$ cat src/rtl/seq_calc.sv
// Multi-cycle signed calculator: single-cycle add/sub/mul, W-step restoring divide/modulo,
// range check against the display limits and a busy/done handshake towards the formatter.
module seq_calc #(
    parameter int unsigned W         = 32,
    parameter longint      HI        = 1_000_000,
    parameter longint      LO        = -100_000,
    parameter logic [31:0] ERR_CODE  = 32'h00EE0000,
    parameter logic [31:0] INIT_CODE = 32'h00CC0000
) (
    input  logic         sw_clk,
    input  logic         rst,
    input  logic         start,
    input  logic [W-1:0] operand1,
    input  logic [W-1:0] operand2,
    input  logic [2:0]   operator,
    output logic         busy,
    output logic         done,
    output logic [31:0]  result,
    output logic [1:0]   err
);

    localparam int unsigned CW = $clog2(W + 1);

    localparam logic [1:0] ErrOk      = 2'd0;
    localparam logic [1:0] ErrRange   = 2'd1;
    localparam logic [1:0] ErrDivZero = 2'd2;
    localparam logic [1:0] ErrInvalid = 2'd3;

    typedef enum logic [1:0] {StIdle, StExec, StDiv, StFin} state_e;

    state_e                 state_q, state_d;
    logic [W-1:0]           a_q, a_d, b_q, b_d;
    logic [2:0]             op_q, op_d;
    logic signed [2*W-1:0]  ans_q, ans_d;
    logic [1:0]             flag_q, flag_d;
    logic [W-1:0]           dvd_q, dvd_d;
    logic [W:0]             dvs_q, dvs_d;
    logic [W-1:0]           rem_q, rem_d;
    logic [CW-1:0]          cnt_q, cnt_d;
    logic                   busy_q, busy_d, done_q, done_d;
    logic [31:0]            result_q, result_d;
    logic [1:0]             err_q, err_d;

    logic [2*W-1:0]         a_ext, b_ext, q_mag, r_mag;
    logic [W-1:0]           a_mag, b_mag;
    logic [W:0]             trial;
    logic                   ge;
    logic signed [2*W-1:0]  fin_ans;
    logic signed [63:0]     ans_ext;
    logic                   in_range;

    assign a_ext = {{W{a_q[W-1]}}, a_q};
    assign b_ext = {{W{b_q[W-1]}}, b_q};
    // |-2^(W-1)| = 2^(W-1) still fits a W-bit unsigned magnitude
    assign a_mag = a_q[W-1] ? (~a_q + W'(1)) : a_q;
    assign b_mag = b_q[W-1] ? (~b_q + W'(1)) : b_q;

    // Quotient bits accumulate in dvd_q as the dividend shifts out of its top
    assign trial = {rem_q, dvd_q[W-1]};
    assign ge    = (trial >= dvs_q);

    assign q_mag = {{W{1'b0}}, dvd_q};
    assign r_mag = {{W{1'b0}}, rem_q};

    always_comb begin
        fin_ans = ans_q;
        if (op_q == 3'd3) begin
            fin_ans = (a_q[W-1] ^ b_q[W-1]) ? -q_mag : q_mag;
        end else if (op_q == 3'd4) begin
            fin_ans = a_q[W-1] ? -r_mag : r_mag;
        end
        ans_ext  = 64'(fin_ans);
        in_range = (ans_ext > LO) && (ans_ext < HI);
    end

    always_comb begin
        state_d  = state_q;
        a_d      = a_q;
        b_d      = b_q;
        op_d     = op_q;
        ans_d    = ans_q;
        flag_d   = flag_q;
        dvd_d    = dvd_q;
        dvs_d    = dvs_q;
        rem_d    = rem_q;
        cnt_d    = cnt_q;
        busy_d   = busy_q;
        done_d   = 1'b0;
        result_d = result_q;
        err_d    = err_q;

        unique case (state_q)
            StIdle: begin
                if (start) begin
                    a_d     = operand1;
                    b_d     = operand2;
                    op_d    = operator;
                    flag_d  = ErrOk;
                    busy_d  = 1'b1;
                    state_d = StExec;
                end
            end
            StExec: begin
                state_d = StFin;
                case (op_q)
                    3'd0: ans_d = a_ext + b_ext;
                    3'd1: ans_d = a_ext - b_ext;
                    // Low 2W bits of the sign-extended product are the signed product
                    3'd2: ans_d = a_ext * b_ext;
                    3'd3, 3'd4: begin
                        if (b_q == '0) begin
                            flag_d = ErrDivZero;
                        end else begin
                            dvd_d   = a_mag;
                            dvs_d   = {1'b0, b_mag};
                            rem_d   = '0;
                            cnt_d   = CW'(W);
                            state_d = StDiv;
                        end
                    end
                    default: flag_d = ErrInvalid;
                endcase
            end
            StDiv: begin
                rem_d = ge ? W'(trial - dvs_q) : trial[W-1:0];
                dvd_d = {dvd_q[W-2:0], ge};
                cnt_d = cnt_q - CW'(1);
                if (cnt_q == CW'(1)) begin
                    state_d = StFin;
                end
            end
            StFin: begin
                done_d  = 1'b1;
                busy_d  = 1'b0;
                state_d = StIdle;
                if (flag_q != ErrOk) begin
                    result_d = ERR_CODE;
                    err_d    = flag_q;
                end else if (in_range) begin
                    result_d = ans_ext[31:0];
                    err_d    = ErrOk;
                end else begin
                    result_d = ERR_CODE;
                    err_d    = ErrRange;
                end
            end
            default: state_d = StIdle;
        endcase
    end

    always_ff @(posedge sw_clk or negedge rst) begin
        if (!rst) begin
            state_q  <= StIdle;
            a_q      <= '0;
            b_q      <= '0;
            op_q     <= '0;
            ans_q    <= '0;
            flag_q   <= ErrOk;
            dvd_q    <= '0;
            dvs_q    <= '0;
            rem_q    <= '0;
            cnt_q    <= '0;
            busy_q   <= 1'b0;
            done_q   <= 1'b0;
            result_q <= INIT_CODE;
            err_q    <= ErrOk;
        end else begin
            state_q  <= state_d;
            a_q      <= a_d;
            b_q      <= b_d;
            op_q     <= op_d;
            ans_q    <= ans_d;
            flag_q   <= flag_d;
            dvd_q    <= dvd_d;
            dvs_q    <= dvs_d;
            rem_q    <= rem_d;
            cnt_q    <= cnt_d;
            busy_q   <= busy_d;
            done_q   <= done_d;
            result_q <= result_d;
            err_q    <= err_d;
        end
    end

    assign busy   = busy_q;
    assign done   = done_q;
    assign result = result_q;
    assign err    = err_q;

endmodule

$ cat config.mk
export PLATFORM = sky130hd
export DESIGN_NAME = seq_calc
export DESIGN_NICKNAME = d
export VERILOG_FILES = /design/src/rtl/seq_calc.sv
export SDC_FILE = /design/constraint.sdc
export NUM_CORES = 2
export LEC_CHECK = 0
export CORE_ASPECT_RATIO = 1.5
export CORE_MARGIN = 1
export CORE_UTILIZATION = 55
export CTS_CLUSTER_SIZE = 28
export DETAILED_ROUTE_END_ITERATION = 6
export PLACE_DENSITY_LB_ADDON = 0.25
export SETUP_SLACK_MARGIN = 0.1
export SLEW_MARGIN = 20
export SYNTH_ARGS = -nofsm -noshare
export SYNTH_HDL_FRONTEND = slang
export SYNTH_SLANG_ARGS = --single-unit
$ cat constraint.sdc
create_clock -name sw_clk -period 14.35 [get_ports sw_clk]
set_clock_uncertainty 0.2 [all_clocks]
set_input_delay 2.87 -clock sw_clk [delete_from_list [all_inputs] [get_ports sw_clk]]
set_output_delay 2.87 -clock sw_clk [all_outputs]
set_load 0.005 [all_outputs]
-- Word-level counts from Yosys, hierarchy flattened
Index checks and enable logic that the tools add are counted.
- bits in registers: 273
- bits in latches: 0
- bits in writable memories: 0
- bits in read-only memories: 0
- bits of input ports: 70
- output and inout bits: 36
- word-level logic and storage cells: 95
- memories: 0
- $add $sub $neg: 8
- $mul: 1
- div/mod/pow operators: 0
- magnitude comparators: 3
- eq/ne operators: 14
- shift operators: 0
- mux-type cells: 33
- bitwise operators: 4
- reductions and logical operators: 18
- operators with widths (kind ; number):
    $mux W32 ; 9
    $mux W64 ; 4
    $pmux W64 S3 ; 1
    $neg A32 Y64 ; 2
    $pmux W32 S2 ; 2
    $add A32 B1 Y32 const B ; 2
    $gt A64 B18 Y1 const B ; 1
    $lt A64 B21 Y1 const B ; 1
    $mul A32 B32 Y64 ; 1
    $not A32 Y32 ; 2
    $add A32 B32 Y33 ; 1
    $ge A33 B32 Y1 ; 1
    $sub A32 B32 Y33 ; 1
    $logic_not A32 Y1 ; 1
    $sub A32 B32 Y32 ; 1
    $mux W6 ; 2
    $pmux W6 S2 ; 1
    $mux W2 ; 5
    $ne A2 B2 Y1 const B ; 5
    $pmux W2 S2 ; 2
    $pmux W2 S4 ; 1
    $reduce_and A2 Y1 ; 4
    $reduce_bool A2 Y1 ; 4
    $eq A3 B2 Y1 const B ; 2
    19 further kinds ; 25

-- Depth between registers and ports, before layout
- depth after elaboration: 8
- depth in mapped cells: 33
- depth with buffers taken out: 29

-- Least setup slack after synthesis
OpenSTA, ideal clock, no wires.
- kind: reg2reg
- start: register a_q[31]
- end: register ans_q[62]
- setup time: 0.123 ns
- arrival: 9.124 ns
- data required time: 14.027 ns
- path slack: 4.903 ns
- stages on the path, launching flop included: 31
- buffers on the path: 7
- clock period less this slack: 9.447 ns
- cell sequence: dfrtp_1 > clkbuf_1 > clkbuf_1 > clkbuf_1 > clkbuf_1 > clkbuf_1 > buf_1 > nand2_1 > inv_1 > fa_1 > fa_1 > fa_1 > fa_1 > fa_1 > fa_1 > fa_1 > inv_1 > fa_1 > inv_1 > ha_1 > clkbuf_1 > a21o_1 > a21o_1 > a221o_1 > o31a_1 > a31oi_1 > o21ai_0 > a211o_1 > a31oi_1 > xor2_1 > a21oi_1
- longest elaborated chain between the ends: 2
- elaborated cells on any way between the ends: 4
- classes of those cells: 2 x add/sub; 1 x mul; 1 x mux
- ends and longest elaborated chain (element ; line ; source):
    start: declaration ; 32 ; logic [W-1:0] a_q, a_d, b_q, b_d;
    start signal: assignment ; 154 ; a_q <= '0;
    start signal: assignment ; 169 ; a_q <= a_d;
    $mul A32 B32 Y64, or another cell as far along ; 109 ; 3'd2: ans_d = a_ext * b_ext;
    $pmux W64 S3 * ; 105 ; case (op_q)
    end signal: assignment ; 172 ; ans_q <= ans_d;
    end: declaration ; 34 ; logic signed [2*W-1:0] ans_q, ans_d;
Mark *: on every way between the ends. The rest lies on a longest branch, timed or not.
A chain may end at the register's enable or synchronous reset.

-- Worst setup path in the final report
- start: register a_q[25]
- end: register ans_q[60]
The elaborated chain is that of the path after synthesis.

==> impl_metrics.json <==
{
  "final_max_slew_viol_count": 0,
  "routed_wire_length_per_instance_um": 25.1,
  "initial_antenna_violation_count": 6,
  "total_congestion_overflow": 0,
  "rsz0062_at_grt": "false",
  "cp-endpoint": "ans_q[60]$_DFFE_PN0P_",
  "avgSynthCellArea_um2": 8.84,
  "finalWeightedCongestion": 1.01,
  "globalRouteTotalUtil": 0.375,
  "number_of_buffers_added_by_the_clock_tree_synthesis_step": 34,
  "final_worst_path_cycle_share": 0.677,
  "cts.sink_count": 273,
  "grt_start_max_net_pins": 101,
  "end_kind": "flop",
  "post_cts_resize_count": 0,
  "unique_masters_post_synth": 90,
  "via_count": 46500,
  "total_of_hold_buffers_inserted_after_clock_tree_synthesis": 0,
  "synthCells": 6447,
  "hold_path_depth": 2,
  "synth_fp_nets": 7895,
  "numPortBuffers": 105,
  "cts-root-to-sink-buffers": 3,
  "core-area_um2": 103000,
  "setup_tns_ns": 0,
  "top_level_ports": 106,
  "cts_root_buffer": "sky130_fd_sc_hd__clkbuf_16",
  "pre_cts_slack_ns": 4.78,
  "postSynth.topFlopCell": "sky130_fd_sc_hd__dfrtp_1",
  "detail_route.drc_violations": 0,
  "placement_rows": 144,
  "run_status": "complete, no violations",
  "fin_ws_ns": 4.64,
  "critical_path_peak_fanout": 22,
  "max_freq_mhz": 103,
  "critical-path-max-stage-delay_ns": 0.90,
  "worst_setup_path_start_kind": "flop",
  "fp.dieW_um": 265,
  "synthesis.yosys.warnings": 0,
  "cp_common_cell": "sky130_fd_sc_hd__fa_1",
  "hold_viol_final": 0,
  "postSynth.asyncResetShare": 1.00,
  "r2r_cells": 26,
  "max_capacitance_violation_total": 0,
  "critical_path.slowest_cell": "sky130_fd_sc_hd__dfrtp_1",
  "yosys_register_bits": 273,
  "wire_length_of_the_first_global_routing_pass_um": 296000,
  "total_number_of_nets_in_the_final_design": 7727,
  "initial_utilization": 0.555,
  "r2r_slack_ns": 4.64,
  "detail_route.first_pass.iterations": 6,
  "tritoncts_clock_tree": "built",
  "layout-drive-gt1-share": 0.0543,
  "critical_path.reg2reg.endpoint": "ans_q[60]$_DFFE_PN0P_",
  "synth_seq_area_share": 0.120,
  "layout_common_cells": "sky130_fd_sc_hd__inv_1 (1225), sky130_fd_sc_hd__fa_1 (1085), sky130_fd_sc_hd__nand2_1 (672), sky130_fd_sc_hd__and2_1 (464), sky130_fd_sc_hd__nor2_1 (348)",
  "grt_pass1_vias": 50300,
  "worst_slew_pin_slew_ns": 1.15,
  "clk-insertion-delay-late_ns": 0.59,
  "final-setup-viol-count": 0,
  "postCtsSetupRepairBufs": 0,
  "routed_via_density": 6.10,
  "design.die.area_um2": 105000,
  "drtAntennaViolNets": 0,
  "layout.core_utilization": 0.586,
  "beginning_of_the_worst_hold_path": "ans_q[1]$_DFFE_PN0P_",
  "clock_tree.htree_level_count": 2,
  "most_common_library_cell_in_the_layout_ignoring_fill_and_taps": "sky130_fd_sc_hd__inv_1",
  "synth_enable_flop_cells": 0,
  "detailed_place_hpwl_um": 144000,
  "max_slew_margin": 0.229,
  "worst-endpoint-arrival_ns": 10.00,
  "startpoint": "a_q[25]$_DFFE_PN0P_",
  "critPathKind": "flop to flop",
  "drt_iter0_markers": 3685,
  "die_h_um": 396,
  "path_clk_slew_ns": 0.07,
  "netlist_area_um2": 57000,
  "hold_class": "flop to flop",
  "detail_route.wirelength_um": 191000,
  "crit-reg2reg-launch": "a_q[25]$_DFFE_PN0P_",
  "area_delta_synth_final_pct": 5.66,
  "cp.required_ns": 14.64,
  "post-route-min-period_ns": 9.71
}
## sequential cells by signal, summed over array words and instances, names as in the netlist
name	cells
rem_q	32
done	1
flag_q	2
dvd_q	32
cnt_q	6
op_q	3
err	2
state_q	2
busy	1
a_q	32
ans_q	64
b_q	32
dvs_q	32
result	32
## critical path: cells and delay by family, from the launching register on
| family | cells | cell delay (ns) |
|---|---|---|
| buf+inv | 6 | 0.76 |
| flops | 1 | 0.90 |
| simple gates | 4 | 1.00 |
| fa+ha+maj | 9 | 4.54 |
| compound gates | 7 | 2.23 |
## metrics by stage
step                      instance area (um2)  cells  hold slack (ns)
after floorplan                         57000   6447            0.250
after global placement                  59000   7557            0.266
after detailed placement                59000   7557            0.272
after CTS                               60200   7618            0.288
after global routing                    60200   7620            0.299
final                                   60200   7620            0.285
## metal layers
metal  vias to the layer above  global-route usage  share of wire
li1                      19800                   -              -
met1                     23700               0.412           0.34
met2                      2238               0.645           0.49
met3                       808              0.0552          0.071
met4                         0               0.300          0.095
met5                         -                   0              0
## worst min path at each step
stage	end	slack [ns]
2_1_floorplan	ans_q[0]$_DFFE_PN0P_	0.25
6_report	ans_q[1]$_DFFE_PN0P_	0.28
3_3_place_gp	dvs_q[31]$_DFFE_PN0P_	0.27
5_1_grt	result[13]$_DFFE_PN0P_	0.30
4_1_cts	dvs_q[31]$_DFFE_PN0P_	0.29
3_5_place_dp	dvs_q[31]$_DFFE_PN0P_	0.27
## synth_stat cells, types with 34 or more instances
cell	n	area [um2]
sky130_fd_sc_hd__nand2b_1	34	213
sky130_fd_sc_hd__nand2_1	674	2530
sky130_fd_sc_hd__a31oi_1	56	350
sky130_fd_sc_hd__o21ai_0	198	991
sky130_fd_sc_hd__nor3_1	55	275
sky130_fd_sc_hd__a21o_1	63	473
sky130_fd_sc_hd__o22ai_1	81	507
sky130_fd_sc_hd__nand3_1	40	200
sky130_fd_sc_hd__clkbuf_1	384	1440
sky130_fd_sc_hd__xnor2_1	134	1170
sky130_fd_sc_hd__nor2_1	351	1320
sky130_fd_sc_hd__fa_1	1085	21700
sky130_fd_sc_hd__nor4_1	36	225
sky130_fd_sc_hd__ha_1	293	3670
sky130_fd_sc_hd__xor2_1	61	534
sky130_fd_sc_hd__and2_1	464	2900
sky130_fd_sc_hd__inv_1	1226	4600
sky130_fd_sc_hd__a21oi_1	265	1330
sky130_fd_sc_hd__dfrtp_1	269	6730
sky130_fd_sc_hd__mux2_2	93	1050
## cells by family after synthesis
| family | share of synthesized area |
|---|---|
| buf+inv | 0.109 |
| flops | 0.120 |
| xor+xnor | 0.0300 |
| mux | 0.0221 |
| compound gates | 0.117 |
| fa+ha+maj | 0.445 |
| simple gates | 0.157 |
## layout make-up
class                      instances  area, um2
antenna                            2       5.00
clock buffer                      39        900
clock inverter                    22        357
fill                            9133      42500
inverter                        1229       4610
multi-input combinational       4524      44000
sequential                       273       6840
tap                             1314       1640
timing repair buffer             217       1900
Power is left out: the tool's default activity adds up to more than one toggle a clock period on the data nets, which glitch-free logic cannot reach.
